**config.mk**
```make
export PLATFORM = sky130hd
export DESIGN_NAME = kmeans_iter_ctrl
export DESIGN_NICKNAME = d
export VERILOG_FILES = /design/src/rtl/kmeans_iter_ctrl.sv
export SDC_FILE = /design/constraint.sdc
export NUM_CORES = 1
export LEC_CHECK = 0
export ABC_AREA = 1
export CORE_UTILIZATION = 50
export DETAILED_ROUTE_END_ITERATION = 12
export HOLD_SLACK_MARGIN = 0.12
export PLACE_DENSITY = 0.79
export SYNTH_ARGS = -nofsm -noshare
export SYNTH_HDL_FRONTEND = slang
export SYNTH_SLANG_ARGS = --single-unit
```
**constraint.sdc**
```tcl
create_clock -name clk -period 3 [get_ports clk]
set_clock_uncertainty 0.15 [all_clocks]
set_input_delay 0.6 -clock clk [delete_from_list [all_inputs] [get_ports clk]]
set_output_delay 0.6 -clock clk [all_outputs]
set_load 0.02 [all_outputs]
```
**src/rtl/kmeans_iter_ctrl.sv**
```systemverilog
// Iteration controller for a k-means clustering datapath: sequences accumulator clear,
// point assignment, centroid mean update and convergence check until converged or out of iterations.
module kmeans_iter_ctrl #(
  parameter int N_POINTS = 128,
  parameter int K        = 4,
  parameter int MAX_ITER = 32,
  localparam int PW      = $clog2(N_POINTS),
  localparam int KW      = (K > 1) ? $clog2(K) : 1,
  localparam int IW      = $clog2(MAX_ITER + 1)
) (
  input  logic          clk,
  input  logic          rst,
  input  logic          start,
  input  logic          abort,
  input  logic          converged,
  input  logic          pt_ready,
  output logic          valid,
  output logic [PW-1:0] point_idx,
  output logic          compute_mean,
  output logic [KW-1:0] cent_idx,
  output logic          clear_acc,
  output logic          busy,
  output logic          done,
  output logic          max_iter_hit,
  output logic [IW-1:0] iter_count
);

  localparam logic [2:0] S_IDLE   = 3'd0;
  localparam logic [2:0] S_CLEAR  = 3'd1;
  localparam logic [2:0] S_ASSIGN = 3'd2;
  localparam logic [2:0] S_UPDATE = 3'd3;
  localparam logic [2:0] S_CHECK  = 3'd4;
  localparam logic [2:0] S_DONE   = 3'd5;

  localparam logic [PW-1:0] PT_LAST   = PW'(N_POINTS - 1);
  localparam logic [KW-1:0] CENT_LAST = KW'(K - 1);
  localparam logic [IW-1:0] ITER_LIM  = IW'(MAX_ITER);

  logic [2:0]    state_q, state_d;
  logic [PW-1:0] pidx_q, pidx_d;
  logic [KW-1:0] cidx_q, cidx_d;
  logic [IW-1:0] iter_q, iter_d;
  logic          hit_q, hit_d;
  logic [IW-1:0] iter_inc_s;

  assign iter_inc_s = iter_q + IW'(1);

  // Next-state and counter update; abort overrides every non-idle transition.
  always_comb begin
    state_d = state_q;
    pidx_d  = pidx_q;
    cidx_d  = cidx_q;
    iter_d  = iter_q;
    hit_d   = hit_q;
    case (state_q)
      S_IDLE: begin
        if (start) begin
          state_d = S_CLEAR;
          iter_d  = '0;
          hit_d   = 1'b0;
        end else begin
          state_d = S_IDLE;
        end
      end
      S_CLEAR: begin
        state_d = S_ASSIGN;
        pidx_d  = '0;
      end
      S_ASSIGN: begin
        if (pt_ready) begin
          if (pidx_q == PT_LAST) begin
            state_d = S_UPDATE;
            pidx_d  = '0;
            cidx_d  = '0;
          end else begin
            pidx_d  = pidx_q + PW'(1);
          end
        end else begin
          pidx_d = pidx_q;
        end
      end
      S_UPDATE: begin
        if (cidx_q == CENT_LAST) begin
          state_d = S_CHECK;
          cidx_d  = '0;
        end else begin
          cidx_d  = cidx_q + KW'(1);
        end
      end
      S_CHECK: begin
        iter_d = iter_inc_s;
        // Convergence wins over the limit, so a converged final pass is not flagged.
        if (converged || (iter_inc_s == ITER_LIM)) begin
          state_d = S_DONE;
          hit_d   = ~converged;
        end else begin
          state_d = S_CLEAR;
        end
      end
      S_DONE: begin
        state_d = S_IDLE;
      end
      default: begin
        state_d = S_IDLE;
        pidx_d  = '0;
        cidx_d  = '0;
      end
    endcase
    if (abort && (state_q != S_IDLE)) begin
      state_d = S_IDLE;
      pidx_d  = '0;
      cidx_d  = '0;
    end else begin
      state_d = state_d;
    end
  end

  // State and counter registers with synchronous reset.
  always_ff @(posedge clk) begin
    if (rst) begin
      state_q <= S_IDLE;
      pidx_q  <= '0;
      cidx_q  <= '0;
      iter_q  <= '0;
      hit_q   <= 1'b0;
    end else begin
      state_q <= state_d;
      pidx_q  <= pidx_d;
      cidx_q  <= cidx_d;
      iter_q  <= iter_d;
      hit_q   <= hit_d;
    end
  end

  assign valid        = (state_q == S_ASSIGN);
  assign compute_mean = (state_q == S_UPDATE);
  assign clear_acc    = (state_q == S_CLEAR);
  assign busy         = (state_q != S_IDLE);
  assign done         = (state_q == S_DONE);
  assign point_idx    = pidx_q;
  assign cent_idx     = cidx_q;
  assign iter_count   = iter_q;
  assign max_iter_hit = hit_q;

endmodule

```
# Word-level counts from Yosys, hierarchy flattened
# Index checks and enable logic that the tools add are counted.
[word_totals] regBits=19 inputBits=6 output_inout_bits=21 elab_cells=55
[classes] add_sub_neg=3 eq_ne=13 n_mux=18 n_bitwise=3 reduce_logical=13
[op_table] operator="3-bit one-hot mux with 5 select lines" n=1
[op_table] operator="7-bit two-way mux" n=2
[op_table] operator="7-bit one-hot mux with 2 select lines" n=1
[op_table] operator="3-bit two-way mux" n=4
[op_table] operator="6-bit one-hot mux with 2 select lines" n=1
[op_table] operator="3-bit AND reduction" n=3
[op_table] operator="4-bit OR reduction" n=2
[op_table] operator="7-bit by 1-bit adder with 7-bit output, second input constant" n=1
[op_table] operator="7-bit == test, second input constant" n=1
[op_table] operator="6-bit by 1-bit adder with 6-bit output, second input constant" n=1
[op_table] operator="3-bit by 2-bit == test with 1-bit output, second input constant" n=2
[op_table] operator="3-bit == test, second input constant" n=2
[op_table] operator="6-bit == test, second input constant" n=1
[op_table] operator="2-bit two-way mux" n=3
[op_table] operator="6-bit two-way mux" n=1
[op_table] operator="2-bit inequality test, second input constant" n=3
[op_table] operator="2-bit one-hot mux with 3 select lines" n=1
[op_table] operator="2-bit by 1-bit inequality test with 1-bit output, second input constant" n=2
[op_table] operator="2-bit AND reduction" n=2
[op_table] operator="3-bit by 1-bit == test with 1-bit output, second input constant" n=1
[op_table] operator="3-bit zero test" n=1
[op_table] operator="1-bit two-way mux" n=3
[op_table] operator="1-bit inverter" n=3
[op_table] operator="3-bit nonzero test" n=1
[op_table] operator="other kinds (7)" n=7

# Longest topological paths before layout
[depth] word_depth=5 ltp_mapped=9 ltp_nobuf=9

# Worst setup path after synthesis
# No wires, ideal clock.
[synth_path] kind="reg2reg" start="reg pidx_q[0] (netlist: point_idx[0])" end="reg state_q[1]" setup_time_ps=115 arrival_time_ps=1362 t_required_ps=2735 setup_slack_ps=1372 stages_incl_launch_ff=9 n_path_buf=0 synth_period_minus_slack_ps=1628 path_cell_list="dfxtp_1 -> ha_1 -> nand3_1 -> nor2_1 -> nand3_1 -> nand2_1 -> nand3_1 -> o21ai_0 -> inv_1"
[synth_via] elab_chain_len=3
[synth_rtl] item="start: declaration" line="40" source="logic [PW-1:0] pidx_q, pidx_d;"
[synth_rtl] item="start signal: assignment" line="128" source="pidx_q <= pidx_d;"
[synth_rtl] item="7-bit == test" line="71" source="if (pidx_q == PT_LAST) begin"
[synth_rtl] item="2-bit by 1-bit inequality test with 1-bit output (no line)"
[synth_rtl] item="3-bit AND reduction (no line)"
[synth_rtl] item="end signal: assignment" line="127" source="state_q <= state_d;"
[synth_rtl] item="end: declaration" line="39" source="logic [2:0] state_q, state_d;"
# Every way passes these cells.
# A chain may end at the register's enable or synchronous reset.

# Final worst setup path
[layout_path] start="reg state_q[1]" end="out busy"
[layout_via] elab_chain_len=1
[layout_rtl] item="3-bit nonzero test" line="138" source="assign busy = (state_q != S_IDLE);"
[layout_rtl] item="end: declaration" line="22" source="output logic busy,"
# Every way passes these cells.

==> reports/metrics.yaml <==
area_growth_pct: 31.08
wirelength_um: 2305
portBuffers: 26
core_um2: 1962
cts_hold_buf: 0
yosysSeqAreaShare: 0.3676
cts_sinks: 19
vias: 1037
tns_ns: 0
die_h_um: 47.49
avgSynthCellArea_um2: 7.087
slowest_delay_ns: 0.62
stdcell_count: 203
final_util: 0.6913
r2r-start: "point_idx[1]$_SDFFE_PP0P_"
finalSetupViolations: 0
crit_family: "buffers and inverters"
final_cell_mix: "30 x nand2_1, 26 x clkdlybuf4s50_1, 19 x inv_1, 19 x dfxtp_1, 16 x nor2_1"
ctsRootBufferMaster: "clkbuf_4"
globalplace.congestion: 0.7849
h-tree-depth: 1
rsz0062_at_grt: "no"
relSlewSlack: 0.7589
die_area_um2: 2255
tightest_slew_ns: 0.3605
drive_gt1_frac: 0.1136
reg2regPathDepth: 8
grt_first_pass_wirelength_um: 3512
numPlacedInstances: 199
fillers: 192
cts_resized: 0
drt-wirelength-per-cell_um: 11.35
worstSetupStartpointType: "flip-flop"
hpwl_um: 1771
dr.pass1.iters: 4
finalHoldViolations: 0
num_io_pins: 27
period_share: 0.8420
powerDensity_nw_per_um2: 632.5
gr-total-overflow: 0
worstSetupPathType: "flip-flop to output port"
grt_pass1_vias: 856
cap_violations: 0
hold_path.startpoint: "point_idx[6]$_SDFFE_PP0P_"
ant_nets: 0
timing.fmax_ghz: 0.3959
cp-endpoint: "busy"
num_antenna_cells: 0
cp.depth: 5
cp_num_buf_inv: 3
synthCells: 146
ys_types: 22
initial_core_util: 0.5274
path_common_cell: "nor2_2"
drc: 0
crit_chain: "nor2_2 -> inv_2 -> nor2_2 -> inv_1 -> clkdlybuf4s50_1"
endpoint_kind: "output port"
hold_class: "flip-flop to flip-flop"
worstPathRequired_ns: 2.25
grt_antenna_before_repair: 0
final_common_cell: "nand2_1"
status: "complete, no violations"
reg2reg_slack_ns: 1.30
cts_buffers: 3
final_net_count: 186
fp.dieW_um: 47.49
ys_ff_latch: 19
vias_per_cell: 5.108
crit_slowest_cell: "clkdlybuf4s50_1"
cp.arrival_ns: 1.78
row_count: 16
period_needed_ns: 2.526
drt_iter0_markers: 12
irDropWorstVdd_v: 0.0004099
maxSlewViolCount: 0
path_max_fanout: 5
timing.rr.end: "state_q[1]$_SDFFE_PP0P_"
grt_max_degree: 12
startpoint: "state_q[1]$_SDFFE_PP0P_"
clk-insertion-delay-late_ns: 0.30
max-clock-path-buffers: 2
yosysWarnings: 0
grt_usage: 0.2263
cts_tree: "done"
post_cts_buffers: 0
total_power_uw: 857.9
syn_area_um2: 1035
syn_nets: 155
path_clk_slew_ns: 0.12
p_leak_nw: 0.5528
-- cell usage after synthesis --
library cell,count,share of area
nand2_1,30,0.11
dfxtp_1,19,0.37
inv_1,19,0.069
nor2_1,16,0.058
nand3_1,14,0.068
a21oi_1,12,0.058
o21ai_0,6,0.029
nor2_2,5,0.030
inv_2,4,0.015
ha_1,3,0.036
nand4_1,3,0.018
nor2_4,3,0.033
xor2_1,3,0.025
a21oi_4,1,0.016
a31oi_1,1,0.0060
mux2i_1,1,0.0097
nand2_2,1,0.0060
nand3_2,1,0.0097
nand3b_1,1,0.0073
nor2_8,1,0.019
nor3_1,1,0.0048
or2_0,1,0.0060
-- state kept, by name, indices dropped and copies added (netlist names) --
register,flops
point_idx,7
iter_count,6
state_q,3
cent_idx,2
max_iter_hit,1
-- final cells by class --
type | count | area, um2 | share of cell area
well taps | 27 | 33.78 | 0.02491
clock buffers | 3 | 22.52 | 0.01661
flip-flops and latches | 19 | 380.4 | 0.2804
repair buffers | 26 | 260.3 | 0.1919
inverters | 23 | 86.33 | 0.06365
clock inverters | 1 | 5.005 | 0.003690
multi-input cells | 104 | 568.0 | 0.4188
-- stage by stage --
step / hold slack (ns) / setup WS (ns) / area [um2]
final: 0.3369 / 0.4739 / 1356
after global routing: 0.3787 / 0.4213 / 1356
after CTS: 0.3415 / 0.4973 / 1356
after detailed placement: 0.3235 / 0.8481 / 1329
after global placement: 0.3092 / 0.8902 / 1329
after floorplan: 0.3885 / 1.372 / 1035
-- how the worst min path moves through the flow --
stage / endpoint / slack (ns) / cells after the start
6_report: point_idx[6]$_SDFFE_PP0P_ / 0.34 / 2
5_1_grt: point_idx[6]$_SDFFE_PP0P_ / 0.38 / 2
4_1_cts: point_idx[6]$_SDFFE_PP0P_ / 0.34 / 2
3_5_place_dp: point_idx[6]$_SDFFE_PP0P_ / 0.32 / 2
3_3_place_gp: point_idx[6]$_SDFFE_PP0P_ / 0.31 / 2
2_1_floorplan: point_idx[6]$_SDFFE_PP0P_ / 0.39 / 2
-- worst min-delay path, cell delays in order (launching register included) --
cell and delay, ns:
dfxtp_1 0.35, inv_1 0.05, a21oi_1 0.05
-- power breakdown --
group          internal (mW)  switching [mW]  total [mW]
combinational          0.154           0.260       0.413
clock                 0.0497          0.0841       0.134
sequential             0.279          0.0320       0.311
total                  0.482           0.376       0.858
-- layer usage --
layer	GRT usage	wire length, um
met5	0	0
met4	0.1029	39
met3	0.04528	70
met2	0.3836	1115
met1	0.2755	1080
-- cells by family (layout without fill, tap and decap cells) --
logic type,after synthesis,count (layout),synth area share
AO/OA/AOI/OAI,20,20,0.1088
XOR/XNOR,3,3,0.02540
adder cells (fa/ha/maj),3,3,0.03628
buffers and inverters,23,53,0.08343
flip-flops,19,19,0.3676
multiplexers,1,1,0.009674
AND/OR/NAND/NOR,77,77,0.3688
No activity file was read; power rests on OpenSTA's default activity.
